$ cat src/rtl/sockit_spi_pkg.sv
// Shared types and constants for the SPI slave.
package sockit_spi_pkg;

  // Transfer state: waiting for select, fetching the first TX word, shifting bits.
  typedef enum logic [1:0] {
    ST_IDLE,
    ST_LOAD,
    ST_SHIFT
  } state_t;

  // Fewest synchronizer stages that still give a usable MTBF.
  localparam int SYN_MIN = 2;

endpackage

$ cat src/rtl/sockit_spi_syn.sv
// Multi-stage synchronizer for a single asynchronous bit with a selectable reset level.
module sockit_spi_syn
  import sockit_spi_pkg::*;
#(
  parameter int   SYN     = 2,
  parameter logic RST_VAL = 1'b0
) (
  input  logic clk,
  input  logic rst,
  input  logic d,
  output logic q
);

  localparam int N = (SYN < SYN_MIN) ? SYN_MIN : SYN;

  logic [N-1:0] sr_q;
  logic [N-1:0] sr_d;

  // Shift the raw input in at the bottom of the chain.
  always_comb begin
    sr_d = {sr_q[N-2:0], d};
  end

  // Chain flops reset to the inactive level of the line they guard.
  always_ff @(posedge clk or negedge rst) begin
    if (!rst) sr_q <= {N{RST_VAL}};
    else      sr_q <= sr_d;
  end

  assign q = sr_q[N-1];

endmodule

$ cat src/rtl/sockit_spi_slv.sv
// SPI slave running entirely in the clk domain. SCLK, SS_n and MOSI are oversampled
// through synchronizers, so each SCLK high and low phase must last at least SYN+2
// clk periods; faster SCLK is not detected and gives undefined results.
module sockit_spi_slv
  import sockit_spi_pkg::*;
#(
  parameter int          DW   = 8,
  parameter logic        CPOL = 1'b0,
  parameter logic        CPHA = 1'b0,
  parameter int          SYN  = 2,
  parameter logic [DW-1:0] IDL = '1
) (
  input  logic          clk,
  input  logic          rst,
  input  logic          spi_sclk,
  input  logic          spi_ss_n,
  input  logic          spi_mosi,
  output logic          spi_miso_o,
  output logic          spi_miso_e,
  input  logic          tx_vld,
  input  logic [DW-1:0] tx_dat,
  output logic          tx_rdy,
  output logic          rx_vld,
  output logic [DW-1:0] rx_dat,
  input  logic          rx_rdy,
  output logic          sts_ovf,
  output logic          sts_unf,
  input  logic          sts_clr
);

  localparam int NS = (SYN < SYN_MIN) ? SYN_MIN : SYN;
  localparam int CW = (DW > 1) ? $clog2(DW) : 1;
  localparam int SW = $clog2(NS + 2) + 1;
  localparam logic [CW-1:0] LAST   = CW'(DW - 1);
  localparam logic [SW-1:0] SETTLE = SW'(NS + 1);

  logic sclk_s, ss_n_s, mosi_s;

  sockit_spi_syn #(.SYN(NS), .RST_VAL(CPOL)) u_syn_sclk (.clk(clk), .rst(rst), .d(spi_sclk), .q(sclk_s));
  sockit_spi_syn #(.SYN(NS), .RST_VAL(1'b1)) u_syn_ss_n (.clk(clk), .rst(rst), .d(spi_ss_n), .q(ss_n_s));
  sockit_spi_syn #(.SYN(NS), .RST_VAL(1'b0)) u_syn_mosi (.clk(clk), .rst(rst), .d(spi_mosi), .q(mosi_s));

  state_t          state_q, state_d;
  logic            sclk_prev_q, sclk_prev_d;
  logic            ss_n_prev_q, ss_n_prev_d;
  logic [SW-1:0]   settle_q, settle_d;
  logic [CW-1:0]   bit_q, bit_d;
  logic [CW-1:0]   obit_q, obit_d;
  logic [DW-1:0]   rx_sr_q, rx_sr_d;
  logic            done_q, done_d;
  logic [DW-1:0]   tx_q, tx_d;
  logic            tx_rdy_q, tx_rdy_d;
  logic            rx_vld_q, rx_vld_d;
  logic [DW-1:0]   rx_dat_q, rx_dat_d;
  logic            ovf_q, ovf_d;
  logic            unf_q, unf_d;
  logic            miso_e_q, miso_e_d;

  logic live, lead, trail, ss_fall, ss_rise, sample, shift, fetch, unf_set, ovf_set;

  // Edge detection, transfer FSM next state, TX fetch, RX hand-off and sticky flags.
  always_comb begin
    state_d     = state_q;
    sclk_prev_d = sclk_s;
    ss_n_prev_d = ss_n_s;
    bit_d       = bit_q;
    obit_d      = obit_q;
    rx_sr_d     = rx_sr_q;
    done_d      = 1'b0;
    tx_d        = tx_q;
    tx_rdy_d    = 1'b0;
    rx_vld_d    = rx_vld_q;
    rx_dat_d    = rx_dat_q;
    fetch       = 1'b0;
    unf_set     = 1'b0;
    ovf_set     = 1'b0;

    // Edges are ignored until the synchronizers have refilled after reset, so a
    // select held low through reset release is not mistaken for a new transfer.
    live     = (settle_q == SETTLE);
    settle_d = live ? settle_q : settle_q + 1'b1;

    lead    = live && (sclk_prev_q == CPOL) && (sclk_s != CPOL);
    trail   = live && (sclk_prev_q != CPOL) && (sclk_s == CPOL);
    ss_fall = live && ss_n_prev_q && !ss_n_s;
    ss_rise = live && !ss_n_prev_q && ss_n_s;
    sample  = CPHA ? trail : lead;
    // With CPHA=1 the first leading edge of a word only launches bit 0, already on the line.
    shift   = CPHA ? (lead && (bit_q != '0)) : trail;

    case (state_q)
      ST_IDLE: begin
        bit_d   = '0;
        obit_d  = '0;
        rx_sr_d = '0;
        if (ss_fall) state_d = ST_LOAD;
      end
      ST_LOAD: begin
        fetch   = 1'b1;
        state_d = ST_SHIFT;
      end
      ST_SHIFT: begin
        if (shift) obit_d = (obit_q == LAST) ? '0 : obit_q + 1'b1;
        if (sample) begin
          rx_sr_d = (rx_sr_q << 1) | DW'(mosi_s);
          if (bit_q == LAST) begin
            bit_d  = '0;
            done_d = 1'b1;
            fetch  = 1'b1;
            if (CPHA) obit_d = '0;
          end else begin
            bit_d = bit_q + 1'b1;
          end
        end
      end
      default: state_d = ST_IDLE;
    endcase

    // Deselect aborts whatever is in flight; a partial word is simply forgotten.
    if (state_q != ST_IDLE && ss_rise) begin
      state_d = ST_IDLE;
      bit_d   = '0;
      obit_d  = '0;
      rx_sr_d = '0;
      done_d  = 1'b0;
      fetch   = 1'b0;
    end

    if (fetch) begin
      if (tx_vld) begin
        tx_d     = tx_dat;
        tx_rdy_d = 1'b1;
      end else begin
        tx_d    = IDL;
        unf_set = 1'b1;
      end
    end

    // A word completing in the same cycle the consumer takes the old one is kept.
    if (done_q) begin
      if (!rx_vld_q || rx_rdy) begin
        rx_dat_d = rx_sr_q;
        rx_vld_d = 1'b1;
      end else begin
        ovf_set = 1'b1;
      end
    end else if (rx_vld_q && rx_rdy) begin
      rx_vld_d = 1'b0;
    end

    ovf_d    = (ovf_q && !sts_clr) || ovf_set;
    unf_d    = (unf_q && !sts_clr) || unf_set;
    miso_e_d = (state_d != ST_IDLE);
  end

  // All state and registered outputs; reset returns to IDLE with outputs quiet.
  always_ff @(posedge clk or negedge rst) begin
    if (!rst) begin
      state_q     <= ST_IDLE;
      sclk_prev_q <= CPOL;
      ss_n_prev_q <= 1'b1;
      settle_q    <= '0;
      bit_q       <= '0;
      obit_q      <= '0;
      rx_sr_q     <= '0;
      done_q      <= 1'b0;
      tx_q        <= '0;
      tx_rdy_q    <= 1'b0;
      rx_vld_q    <= 1'b0;
      rx_dat_q    <= '0;
      ovf_q       <= 1'b0;
      unf_q       <= 1'b0;
      miso_e_q    <= 1'b0;
    end else begin
      state_q     <= state_d;
      sclk_prev_q <= sclk_prev_d;
      ss_n_prev_q <= ss_n_prev_d;
      settle_q    <= settle_d;
      bit_q       <= bit_d;
      obit_q      <= obit_d;
      rx_sr_q     <= rx_sr_d;
      done_q      <= done_d;
      tx_q        <= tx_d;
      tx_rdy_q    <= tx_rdy_d;
      rx_vld_q    <= rx_vld_d;
      rx_dat_q    <= rx_dat_d;
      ovf_q       <= ovf_d;
      unf_q       <= unf_d;
      miso_e_q    <= miso_e_d;
    end
  end

  assign spi_miso_o = tx_q[LAST - obit_q];
  assign spi_miso_e = miso_e_q;
  assign tx_rdy     = tx_rdy_q;
  assign rx_vld     = rx_vld_q;
  assign rx_dat     = rx_dat_q;
  assign sts_ovf    = ovf_q;
  assign sts_unf    = unf_q;

endmodule

$ cat config.mk
export PLATFORM = sky130hd
export DESIGN_NAME = sockit_spi_slv
export DESIGN_NICKNAME = d
export VERILOG_FILES = /design/src/rtl/sockit_spi_pkg.sv /design/src/rtl/sockit_spi_syn.sv /design/src/rtl/sockit_spi_slv.sv
export SDC_FILE = /design/constraint.sdc
export NUM_CORES = 1
export LEC_CHECK = 0
export CORE_MARGIN = 2
export CORE_UTILIZATION = 60
export CTS_BUF_LIST = sky130_fd_sc_hd__clkbuf_4 sky130_fd_sc_hd__clkbuf_8
export CTS_CLUSTER_DIAMETER = 150
export CTS_CLUSTER_SIZE = 10
export DETAILED_ROUTE_END_ITERATION = 10
export GPL_TIMING_DRIVEN = 1
export PLACE_DENSITY = 0.87
export SLEW_MARGIN = 15
export SYNTH_ARGS = -nofsm -noshare
export SYNTH_HDL_FRONTEND = slang
export SYNTH_SLANG_ARGS = --single-unit
$ cat constraint.sdc
create_clock -name clk -period 3.2 [get_ports clk]
set_clock_uncertainty 0.15 [all_clocks]
set_input_delay 0.48 -clock clk [delete_from_list [all_inputs] [get_ports clk]]
set_output_delay 0.48 -clock clk [all_outputs]
set_load 0.005 [all_outputs]
==> impl_metrics.yaml <==
critical_path:
  critPathSlowestCell: "sky130_fd_sc_hd__mux4_2"
  critical_path.max_stage_delay_ns: 0.52
  timing.critical_path.fanout_max: 5
  critical_path_buf_inv_count: 1
  timing.critical_path.cells: "mux4_2, mux2_2, clkdlybuf4s50_1"
  path_delay_family: "multiplexers"
  critical_path_end_type: "output pin"
  worstSetupPathType: "reg -> out"
  reg2reg_slack_ns: 0.76
  crit_path_dat_ns: 2.10
  critical_path_required_ns: 2.57
  cp-start-kind: "flip-flop"
logic_synthesis:
  synth_enable_flop_cells: 0
  yosys-top-cells-area: "sky130_fd_sc_hd__dfrtp_1, sky130_fd_sc_hd__mux2_2, sky130_fd_sc_hd__ha_1"
  synthesized_area_divided_by_synthesized_cell_count_sq_um: 12.6
  mapped_area_sq_mm: 0.00210
  synthArstFlopShare: 1.00
  synth_seq_area_share: 0.587
  synth_area_leader_cell: "sky130_fd_sc_hd__dfrtp_1"
  synth-main-ff-cell: "sky130_fd_sc_hd__dfrtp_1"
  postSynthNetCount: 193
  yosys_warnings: 0
  post_synth_inst_count: 167
  synth_top_area_frac: 0.549
  synth.ff_latch_count: 49
  netlist-cell-type-count: 26
sta:
  final-setup-viol-count: 0
  timing.fmax_ghz: 0.367
  timing.final.hold_violations: 0
  finalSetupTns_ns: 0
  worst-slew-pin-transition_ns: 1.02
  drv_slew: 0
  post-route-min-period_ns: 2.73
  rsz0062_at_grt: "false"
  timing.slew.headroom: 0.321
  fin_crit_share: 0.852
drt:
  vias_per_cell: 5.52
  routed-via-count: 1353
  final_antenna_net_count: 0
  drc: 0
  routed_wire_length_per_instance_um: 14.7
  first_iter_violations: 50
  drt-pass1-iter-count: 4
  routed_wirelength_mm: 3.60
floorplanning:
  fp-row-count: 21
  floorplan.initialDensity: 0.628
  io-pin-count: 30
  horizontal_die_dimension_um: 63.1
  fp.dieH_um: 63.1
  dieArea_sq_mm: 0.00398
  placeableCoreArea_sq_mm: 0.00334
power_and_ir_drop:
  vdd_ir_drop_max_mv: 0.403
  power_leakage_nw: 1.14
  power-per-cell-area_mw_per_mm2: 597
layout:
  layout_commonest_cell: "sky130_fd_sc_hd__dfrtp_1"
  area_delta_synth_final_pct: 18.9
  share_of_layout_cells_above_drive_strength_1: 0.176
  mostFrequentLayoutCells: "sky130_fd_sc_hd__dfrtp_1, sky130_fd_sc_hd__clkdlybuf4s50_1, sky130_fd_sc_hd__mux2_2"
  layout.cell_area.non_filler_sq_mm: 0.00249
  layout.nets: 224
  num_antenna_cells: 0
global_route:
  gr-usage-all-layers: 0.215
  first_global_vias: 1459
  grt_max_degree: 50
  grt_pass1_wl_mm: 6.60
  antenna_found_initial: 0
  grt_overflow: 0
clock_tree:
  cts_setup_buffers: 0
  tritoncts_num_sinks: 49
  ctsResizeCount: 0
  clk_pin_slew_ns: 0.13
  cts_max_level: 2
  hold_fix_buffers_cts: 0
  root_buffer: "sky130_fd_sc_hd__clkbuf_4"
  clkLatencyLatePin_ns: 0.36
  clk_path_buf_depth: 2
  tritoncts.num_buffers: 5
  tritoncts: "done"
placed_design:
  io_buffers: 29
  placed_cell_area_sq_mm: 0.00241
  place.gp.congestion: 0.724
  detailed_placement_wirelength_estimate_mm: 2.73
worst_hold_path:
  timing.hold.worst.class: "in -> async"
job:
  cap_violations: 0
outcome:
  result_of_the_run: "finished, final reports clean"
[power breakdown]
group	switching, mW	internal (mW)
registers	0.0660	0.710
clock network	0.192	0.165
logic	0.178	0.178
total	0.436	1.05
[kinds of logic (layout without fill, tap and decap cells)]
group,count (synthesis),count (layout),share of synthesized area
xor+xnor,1,1,0.00418
compound gates,21,21,0.0627
mux,21,21,0.123
flops,49,49,0.587
simple gates,51,51,0.132
fa+ha+maj,10,10,0.0597
buf+inv,14,46,0.0322
[state kept, by name, summed over array words and instances (netlist names)]
| register | cells |
|---|---|
| rx_dat | 8 |
| bit_q | 3 |
| u_syn_ss_n.sr_q | 2 |
| spi_miso_e | 1 |
| rx_sr_q | 8 |
| sts_ovf | 1 |
| ss_n_prev_q | 1 |
| state_q | 2 |
| u_syn_sclk.sr_q | 2 |
| tx_q | 8 |
| rx_vld | 1 |
| tx_rdy | 1 |
| u_syn_mosi.sr_q | 2 |
| obit_q | 3 |
| sts_unf | 1 |
| settle_q | 3 |
| sclk_prev_q | 1 |
| done_q | 1 |
[final cells by class]
type,instances,area [sq um]
clock buffer,5,37.5
multi-input combinational,104,800
inverter,8,30.0
timing repair buffer,30,293
clock inverter,3,46.3
fill,222,843
sequential,49,1230
tap,46,57.6
[metal layers]
metal / up-vias / wire length [um] / GRT usage
met3: 10 / 145 / 0.0750
met4: 0 / 68 / 0.0806
met1: 667 / 1450 / 0.253
met5: - / 0 / 0
met2: 37 / 1940 / 0.364
li1: 639 / - / -
[per-stage QoR]
| step | cells | power, mW | util | setup WS, ns | hold WS (ns) |
|---|---|---|---|---|---|
| 2_1_floorplan | 167 | 1.01 | - | 0.993 | 0.0344 |
| 4_1_cts | 245 | 1.51 | 0.747 | 0.446 | 0.135 |
| 5_1_grt | 245 | 1.58 | 0.747 | 0.370 | 0.188 |
| 6_report | 245 | 1.49 | 0.747 | 0.473 | 0.121 |
| 3_5_place_dp | 237 | 1.15 | 0.722 | 0.740 | 0.190 |
| 3_3_place_gp | 237 | 1.11 | 0.722 | 0.864 | 0.183 |
[cell usage after synthesis, types with 3 or more instances]
cell / instances
sky130_fd_sc_hd__inv_1: 8
sky130_fd_sc_hd__dfstp_2: 3
sky130_fd_sc_hd__nand2b_1: 10
sky130_fd_sc_hd__nand2_1: 15
sky130_fd_sc_hd__clkbuf_1: 4
sky130_fd_sc_hd__mux2_2: 18
sky130_fd_sc_hd__a21oi_1: 16
sky130_fd_sc_hd__nand3_1: 14
sky130_fd_sc_hd__nor2_1: 3
sky130_fd_sc_hd__dfrtp_1: 46
sky130_fd_sc_hd__ha_1: 10
[final timing paths]
path / cells past startpoint / start / endpoint
min in group clk: 0 / u_syn_ss_n.sr_q[0] / u_syn_ss_n.sr_q[1]
setup / recovery: 3 / obit_q[0] / spi_miso_o
hold reg to reg: 0 / u_syn_ss_n.sr_q[0] / u_syn_ss_n.sr_q[1]
hold / removal: 1 / rst / tx_q[7]
max in group asynchronous: 1 / rst / settle_q[1]
setup reg to reg: 5 / settle_q[0] / tx_q[7]
No activity file was read; power rests on OpenSTA's default activity.
